==> src/rtl/fp_operand_align.sv <==
// FP add/sub operand alignment: orders a pair of IEEE singles by magnitude and
// shifts the smaller mantissa into the larger exponent frame with guard/round/sticky.
// Optional exp=255 short-circuit with special/is_nan outputs: define FP_SPECIAL_DETECT_EN.
module fp_operand_align #(
    parameter int SHIFT_PER_CYCLE = 1,
    parameter int MAX_SHIFT       = 27
) (
    input  logic        clk,
    input  logic        rst_n,
    input  logic        in_valid,
    output logic        in_ready,
    input  logic [31:0] src1,
    input  logic [31:0] src2,
    output logic        out_valid,
    input  logic        out_ready,
    output logic [7:0]  exp_out,
    output logic [26:0] big_mant,
    output logic [26:0] small_mant,
    output logic        big_sign,
    output logic        small_sign,
    output logic        eff_sub,
`ifdef FP_SPECIAL_DETECT_EN
    output logic        special,
    output logic        is_nan,
`endif
    output logic        swapped
);
    typedef enum logic [1:0] {IDLE, SHIFT, DONE} state_t;

    localparam logic [4:0] SPC  = 5'(SHIFT_PER_CYCLE);
    localparam logic [7:0] MAXS = 8'(MAX_SHIFT);

    state_t      state_q, state_d;
    logic [7:0]  exp_q, exp_d;
    logic [26:0] bm_q, bm_d, sm_q, sm_d;
    logic        bs_q, bs_d, ss_q, ss_d, sw_q, sw_d;
    logic [4:0]  cnt_q, cnt_d;

    // Accept-time decode of the incoming pair
    logic        swap_w;
    logic [31:0] big_w, sml_w;
    logic [7:0]  eb_w, es_w, diff_w;
    logic [4:0]  cnt_w;

    assign swap_w = src2[30:0] > src1[30:0];
    assign big_w  = swap_w ? src2 : src1;
    assign sml_w  = swap_w ? src1 : src2;
    assign eb_w   = (big_w[30:23] == 8'd0) ? 8'd1 : big_w[30:23];
    assign es_w   = (sml_w[30:23] == 8'd0) ? 8'd1 : sml_w[30:23];
    assign diff_w = eb_w - es_w;
    assign cnt_w  = (diff_w > MAXS) ? MAXS[4:0] : diff_w[4:0];

    // One shift step; everything pushed below bit 0 folds into the sticky bit
    logic [4:0]  step_w;
    logic [26:0] shifted_w;
    logic [27:0] mask_w;
    logic        lost_w;

    assign step_w    = (cnt_q < SPC) ? cnt_q : SPC;
    assign shifted_w = sm_q >> step_w;
    assign mask_w    = (28'd1 << step_w) - 28'd1;
    assign lost_w    = |(sm_q & mask_w[26:0]);

`ifdef FP_SPECIAL_DETECT_EN
    logic sp_q, sp_d, nan_q, nan_d;
    logic inf1_w, inf2_w, spec_w, nan_w;

    assign inf1_w = (&src1[30:23]) && (src1[22:0] == 23'd0);
    assign inf2_w = (&src2[30:23]) && (src2[22:0] == 23'd0);
    assign spec_w = (&src1[30:23]) || (&src2[30:23]);
    assign nan_w  = ((&src1[30:23]) && (src1[22:0] != 23'd0))
                 || ((&src2[30:23]) && (src2[22:0] != 23'd0))
                 || (inf1_w && inf2_w && (src1[31] ^ src2[31]));
`endif

    always_comb begin
        state_d = state_q;
        exp_d   = exp_q;
        bm_d    = bm_q;
        sm_d    = sm_q;
        bs_d    = bs_q;
        ss_d    = ss_q;
        sw_d    = sw_q;
        cnt_d   = cnt_q;
`ifdef FP_SPECIAL_DETECT_EN
        sp_d    = sp_q;
        nan_d   = nan_q;
`endif
        case (state_q)
            IDLE: begin
                if (in_valid) begin
                    exp_d   = eb_w;
                    bm_d    = {big_w[30:23] != 8'd0, big_w[22:0], 3'b000};
                    sm_d    = {sml_w[30:23] != 8'd0, sml_w[22:0], 3'b000};
                    bs_d    = big_w[31];
                    ss_d    = sml_w[31];
                    sw_d    = swap_w;
                    cnt_d   = cnt_w;
                    state_d = (cnt_w != 5'd0) ? SHIFT : DONE;
`ifdef FP_SPECIAL_DETECT_EN
                    sp_d    = spec_w;
                    nan_d   = nan_w;
                    if (spec_w) begin
                        sm_d    = '0;
                        cnt_d   = '0;
                        state_d = DONE;
                    end
`endif
                end
            end
            SHIFT: begin
                sm_d  = {shifted_w[26:1], shifted_w[0] | lost_w};
                cnt_d = cnt_q - step_w;
                if (cnt_q == step_w) state_d = DONE;
            end
            DONE: begin
                if (out_ready) state_d = IDLE;
            end
            default: state_d = IDLE;
        endcase
    end

    always_ff @(posedge clk) begin
        if (!rst_n) begin
            state_q <= IDLE;
            exp_q   <= '0;
            bm_q    <= '0;
            sm_q    <= '0;
            bs_q    <= 1'b0;
            ss_q    <= 1'b0;
            sw_q    <= 1'b0;
            cnt_q   <= '0;
`ifdef FP_SPECIAL_DETECT_EN
            sp_q    <= 1'b0;
            nan_q   <= 1'b0;
`endif
        end else begin
            state_q <= state_d;
            exp_q   <= exp_d;
            bm_q    <= bm_d;
            sm_q    <= sm_d;
            bs_q    <= bs_d;
            ss_q    <= ss_d;
            sw_q    <= sw_d;
            cnt_q   <= cnt_d;
`ifdef FP_SPECIAL_DETECT_EN
            sp_q    <= sp_d;
            nan_q   <= nan_d;
`endif
        end
    end

    assign in_ready   = rst_n && (state_q == IDLE);
    assign out_valid  = (state_q == DONE);
    assign exp_out    = exp_q;
    assign big_mant   = bm_q;
    assign small_mant = sm_q;
    assign big_sign   = bs_q;
    assign small_sign = ss_q;
    assign eff_sub    = bs_q ^ ss_q;
    assign swapped    = sw_q;
`ifdef FP_SPECIAL_DETECT_EN
    assign special    = sp_q;
    assign is_nan     = nan_q;
`endif
endmodule

==> config.mk <==
export PLATFORM = sky130hd
export DESIGN_NAME = fp_operand_align
export DESIGN_NICKNAME = d
export VERILOG_FILES = /design/src/rtl/fp_operand_align.sv
export SDC_FILE = /design/constraint.sdc
export NUM_CORES = 1
export LEC_CHECK = 0
export ABC_CLOCK_PERIOD_IN_PS = 5090
export CAP_MARGIN = 10
export CORE_ASPECT_RATIO = 1.2
export CORE_UTILIZATION = 43
export CTS_CLUSTER_SIZE = 24
export DETAILED_ROUTE_END_ITERATION = 8
export GPL_TIMING_DRIVEN = 0
export HOLD_SLACK_MARGIN = 0.03
export PLACE_DENSITY = 0.77
export SLEW_MARGIN = 20
export SYNTH_ARGS = -nofsm -noshare
export SYNTH_HDL_FRONTEND = slang
export SYNTH_SLANG_ARGS = --single-unit
==> constraint.sdc <==
create_clock -name clk -period 5.09 [get_ports clk]
set_input_delay 1.018 -clock clk [delete_from_list [all_inputs] [get_ports clk]]
set_output_delay 1.018 -clock clk [all_outputs]
set_load 0.01 [all_outputs]
Word-level counts from Yosys, hierarchy flattened:

Cells that the tools add are included.

* equality and inequality tests: 6
* shift operators: 2
* mux-type cells: 15
* reduce and logical (&&, ||, !) cells: 12
* magnitude comparators: 3
* add/sub/neg operators: 3
* bitwise logic cells: 3

Operator list (number)
* 2-to-1 mux 32 bit: 2
* case mux 27 bit (2 select lines): 1
* greater-than comparator 31 bit: 1
* AND 27 bit: 1
* 2-to-1 mux 27 bit: 1
* OR reduction 27 bit: 1
* << shifter 1 x 5 -> 27 bit (first input constant): 1
* right shift 27 x 5 -> 27 bit: 1
* subtractor 27 x 1 -> 27 bit (second input constant): 1
* logical NOT 8 bit: 2
* 2-to-1 mux 8 bit: 2
* nonzero test 8 bit: 2
* 2-to-1 mux 5 bit: 3
* case mux 5 bit (2 select lines): 1
* greater-than comparator 8 x 5 -> 1 bit (second input constant): 1
* 2-to-1 mux 2 bit: 4
* subtractor 8 bit: 1
* case mux 2 bit (3 select lines): 1
* equality test 5 bit: 1
* less-than comparator 5 x 1 -> 1 bit (second input constant): 1
* nonzero test 5 bit: 1
* subtractor 5 bit: 1
* != test 2 bit (second input constant): 2
* AND reduction 2 bit: 2
* 9 further kinds: 9

* input port bits: 68
* register bits: 69
* logic and storage cells: 52
* output and inout bits: 68

Logic depth before layout (Yosys ltp):

Gate-level depths: netlist (run 1).

* depth after elaboration: 11
* gate-level depth with buffers: 19
* depth with buffers taken out: 18

Worst setup path after synthesis (run 1):

Ideal clock, no wire load.

* path type: input to register
* start: in src1[28]
* end: reg state_q[0]
* setup slack: 0.046 ns
* data arrival time: 4.927 ns
* path buffers: 2
* data required time: 4.973 ns
* library setup time: 0.117 ns
* stages on the path: 18
* cells stage by stage: inv_1 -> ha_1 -> a211oi_1 -> o21bai_1 -> or4_1 -> a21oi_4 -> buf_6 -> buf_2 -> nor2_1 -> a21oi_1 -> ha_1 -> nor2b_1 -> o21ai_0 -> a21oi_1 -> or4_1 -> a21o_1 -> or3_1 -> a22o_1

* longest elaborated chain between the ends: 11
* elaborated cells between the ends (all ways): 14
* classes of those cells: add/sub (1); order compare (2); mux (8); reduce/logical (3)

Ends and longest elaborated chain
* start, declared: line 12 `input logic [31:0] src1,`
* greater-than comparator 31 bit: line 45 `assign swap_w = src2[30:0] > src1[30:0];`
* 2-to-1 mux 32 bit, on equally long branches: line 46, 47
* logical NOT 8 bit, on equally long branches: line 48, 49
* 2-to-1 mux 8 bit, on equally long branches: line 48, 49
* subtractor 8 bit *: line 50 `assign diff_w = eb_w - es_w;`
* greater-than comparator 8 x 5 -> 1 bit: line 51 `assign cnt_w = (diff_w > MAXS) ? MAXS[4:0] : diff_w[4:0];`
* 2-to-1 mux 5 bit *: line 51
* nonzero test 5 bit *: line 99 `state_d = (cnt_w != 5'd0) ? SHIFT : DONE;`
* 2-to-1 mux 2 bit *: line 99
* 2-to-1 mux 2 bit *: line 91 `if (in_valid) begin`
* case mux 2 bit (3 select lines) *: line 89 `case (state_q)`
* end signal, assigned: line 138 `state_q <= state_d;`
* end, declared: line 33 `state_t state_q, state_d;`

Mark *: on every way between the ends. The rest lies on a longest branch, timed or not. The select of a mux whose other input is x is not followed.
A chain may end at the register's enable or synchronous reset.

Worst setup path after layout (run 1):

* start: in src1[25]
* end: reg state_q[0]

Same word-level chain as after synthesis.

==> run summary, run 1 <==
Drt
• ratio of routed vias to standard cells: 5.912
• number of routed nets with antenna violations: 0
• Wirelength per Cell: 18.15 um
• count of routing violations after the opening detailed-route iteration: 373
• total wirelength of the detailed-routed design: 16050 um
• residual DRC count: 0
• Pre-antenna DRT Iters: 5
• DR vias: 5226

Power and ir drop
• Leak Pwr: 2.924 nW
• clock share of power: 27.9%
• portion of total power attributed to sequential cells: 30.3%
• portion of total power attributed to combinational logic: 41.8%
• P_int: 1.592 mW
• share of total power consumed by net switching: 35.88%
• largest voltage drop on the vdd net: 191.3 uV
• Switching Power: 0.8911 mW
• power after layout: 2.483 mW
• total power per unit cell area: 375.2 nW/um2

Logic synthesis
• synthesized area per cell: 7.622 um2
• number of flops mapped to enable cells by yosys: 0
• top cell type's share of synthesized area: 30.77%
• post-synthesis instance total: 589
• total of flip-flops plus latches after synthesis: 69
• biggest area consumer among synthesized cells: dfxtp_1
• share of async-settable or async-resettable flops after synthesis: 0%
• most used flip-flop cell after synthesis: dfxtp_1
• cells taking the most area after synthesis: dfxtp_1, ha_1, nand2_1
• total standard cell area after synthesis: 4489 um2
• distinct cell type count after synthesis: 51
• Seq/Total Area, Yosys: 30.77%
• warning count from the yosys run: 0

Timing
• Worst Tran Pin Value: 0.5620 ns
• worst hold slack: 0.4746 ns
• Worst Clk Skew: 0.007409 ns
• max frequency: 200.7 MHz
• worst-case headroom to the max-slew limit: 62.53%
• final critical delay including setup and external delays: 4.984 ns
• final setup violation count: 0
• number of pins with negative max-slew slack in the final report: 0
• final period utilization: 97.91%
• final hold violation count: 0

Finish
• number of standard cells in the layout, taps in and fillers out: 884
• Final nets: 863
• # diodes: 0
• share of the core filled with cells in the final layout: 65.80%
• share of final-layout standard cells stronger than drive strength 1: 13.32%
• Layout Area Growth over Synthesis: 47.44%

Min path
• instance count along the most critical hold path: 2
• worst hold path class: reg2reg

Clock network
• total clock buffers created by CTS: 9
• worst-case clock buffer depth: 2
• CTS tree: yes
• clock transition at the registers of the reported paths: 0.05 ns
• root buffer cell: clkbuf_16
• clock insertion delay at the later pin of the skew report: 0.34 ns
• Clock H-tree levels: 3
• number of clock sinks: 69
• number of buffers added to fix hold violations after cts: 0

Worst setup path
• endpoint kind of the worst setup timing path: register
• arrival time at the worst endpoint: 5.22 ns
• number of buffer and inverter stages on the critical path: 6
• data required time of the worst path: 5.32 ns
• crit-path leading delay family: simple AND/OR/NAND/NOR gates
• cells along the critical path: dlygate4sd2_1, inv_2, ha_4, nand4_1, buf_4, nor4_4, nand3_2, buf_4, a21o_1, buf_4, mux2_2, ha_1, inv_1, fa_2, a21o_1, a21oi_2, xnor2_2, or4b_1, or3_4, a22o_1
• depth of the worst register-to-register path: 7
• critical path's largest stage delay: 0.49 ns
• largest driver fanout on the critical path: 3
• slowest stage cell, crit path: or4b_1
• slack of the worst reg-to-reg path: 2.89 ns
• WS Path Type: in2reg
• critical path launch point type: primary input
• Levels on crit path: 20
• CP most frequent cell: buf_4

Global routing
• Total Routing Usage GR: 29.56%
• antenna violations before repair: 0
• number of global-route vias before repair: 4909
• overflow left after global routing: 0
• global-route wire length before repair: 24510 um
• pin count of the biggest net entering global routing: 20

Placed design
• Final GP Congestion: 0.9205
• total placed cells including tap cells: 849
• input/output buffers: 132
• total half-perimeter wirelength after legalization and detailed placement: 11840 um

Floorplan
• horizontal die dimension: 95.28 um
• Ports: 136
• total core area: 10060 um2
• Die Ht: 113.9 um
• effective utilization at floorplan: 44.63%
• Site Rows: 40
• area enclosed by the die boundary: 10850 um2

Run status
• outcome: finished, final reports clean

Flow run
• Max Cap Viol: 0

[layout make-up]
cell class / instances / area [um2]
tap: 126 / 157.7
sequential: 69 / 1381
buffer: 35 / 192.7
clock buffer: 12 / 256.5
clock inverter: 3 / 68.82
inverter: 37 / 138.9
timing repair buffer: 154 / 1416
multi-input combinational: 448 / 3007
fill: 853 / 3441
[through the flow]
stage               setup TNS [ns]  setup WS [ns]  cell area [um2]
floorplan                        0        0.04618             4497
global placement            -5.753        -0.9818             5976
detailed placement          -6.528         -1.084             5976
CTS                              0       0.008572             6481
global route              -0.05645       -0.05645             6619
finish                           0         0.1063             6619
[cell families (layout without fill, tap and decap cells)]
group,Yosys count,after routing,share of synthesized area (%)
simple gates,203,203,20.12
compound gates,178,178,25.56
buf+inv,74,241,6.968
flops,69,69,30.77
fa+ha+maj,41,41,11.59
mux,14,14,3.149
xor+xnor,9,9,1.756
other cells,1,3,0.08353
[sequential cells by signal, summed over array words and instances, names as in the netlist]
| name | flops |
|---|---|
| small_mant | 27 |
| big_mant | 24 |
| exp_out | 8 |
| cnt_q | 5 |
| state_q | 2 |
| big_sign | 1 |
| small_sign | 1 |
| swapped | 1 |
[synthesized netlist by cell type (2+ instances only)]
library cell / n
a211oi_1: 3
o221ai_1: 12
or2_2: 3
a22o_1: 14
nor2b_1: 5
a31oi_1: 39
or4_1: 3
buf_2: 10
a21o_1: 9
or3_1: 2
inv_1: 37
buf_4: 4
and2_1: 4
nand2b_1: 3
xnor2_1: 3
dfxtp_1: 69
o21ai_0: 55
nor2_1: 43
ha_1: 40
a21oi_1: 24
nand2_1: 102
o311a_1: 3
nor3_1: 2
xor2_1: 6
buf_1: 2
clkbuf_1: 20
nand4_1: 9
a22oi_1: 3
nor4_1: 5
mux2i_1: 13
o31ai_1: 7
nand3_1: 16
[power groups by stage]
stage | sequential (mW) | clock, mW | combinational, mW
after global routing | 0.765 | 0.721 | 1.13
final | 0.752 | 0.693 | 1.04
after floorplan | 0.779 | 0 | 0.502
after detailed placement | 0.759 | 0 | 0.964
after global placement | 0.755 | 0 | 0.943
after CTS | 0.748 | 0.696 | 1.00
[worst reg2reg max path: stages (launching register included)]
cell and delay (ns):
dfxtp_1 0.48, nor2_1 0.11, or2_2 0.28, clkbuf_1 0.19
a21oi_1 0.27, clkbuf_1 0.42, o221ai_1 0.22, a31oi_1 0.17
[path summary, 6_finish.rpt]
check,from,endpoint
worst max-delay path,src1[25],state_q[0]
worst max register to register,state_q[0],small_mant[20]
worst min register to register,exp_out[1],exp_out[1]
worst min-delay path,exp_out[1],exp_out[1]
[cells in the final DEF, fill, tap and decap left out, drive strengths merged, types with 4 or more instances in the layout]
cell,count
xor2,6
o31ai,7
clkbuf,47
nand2,102
dfxtp,69
clkdlybuf4s15,4
o221ai,12
nor4,6
inv,37
nor2,43
ha,40
nor2b,5
a21oi,25
mux2i,13
nand4,9
dlymetal6s2s,12
a21o,9
buf,37
nand3,16
o21ai,55
dlygate4sd2,20
clkdlybuf4s50,81
and2,4
a31oi,39
a22o,14
[per-layer routing]
metal | vias to the layer above | global-route usage (%) | wire length [um]
met5 | - | 0 | 0
met4 | 0 | 11.82 | 392
met3 | 38 | 4.133 | 1026
met2 | 240 | 51.19 | 8099
met1 | 2509 | 36.27 | 6528
li1 | 2439 | - | -
[timing repair]
item,in CTS,in global routing
endpoints found under the setup margin,7,7
pin swaps,17,21
gates resized for setup,75,55
hold endpoints to repair,0,0
setup buffers,12,10
No activity file was read; power rests on OpenSTA's default activity.
==> run 2, diff against run 1 <==
--- a/config.mk
+++ b/config.mk
@@ -14,6 +14,7 @@
 export GPL_TIMING_DRIVEN = 0
 export HOLD_SLACK_MARGIN = 0.03
 export PLACE_DENSITY = 0.77
+export SKIP_LAST_GASP = 1
 export SLEW_MARGIN = 20
 export SYNTH_ARGS = -nofsm -noshare
 export SYNTH_HDL_FRONTEND = slang
==> results of run 2 <==
Final layout, timing and power as in run 1 (identical DEF).
==> run 3, diff against run 2 <==
--- a/config.mk
+++ b/config.mk
@@ -9,7 +9,6 @@
 export CAP_MARGIN = 10
 export CORE_ASPECT_RATIO = 1.2
 export CORE_UTILIZATION = 43
-export CTS_CLUSTER_SIZE = 24
 export DETAILED_ROUTE_END_ITERATION = 8
 export GPL_TIMING_DRIVEN = 0
 export HOLD_SLACK_MARGIN = 0.03
==> results of run 3 <==
Final layout, timing and power as in run 1 (identical DEF).
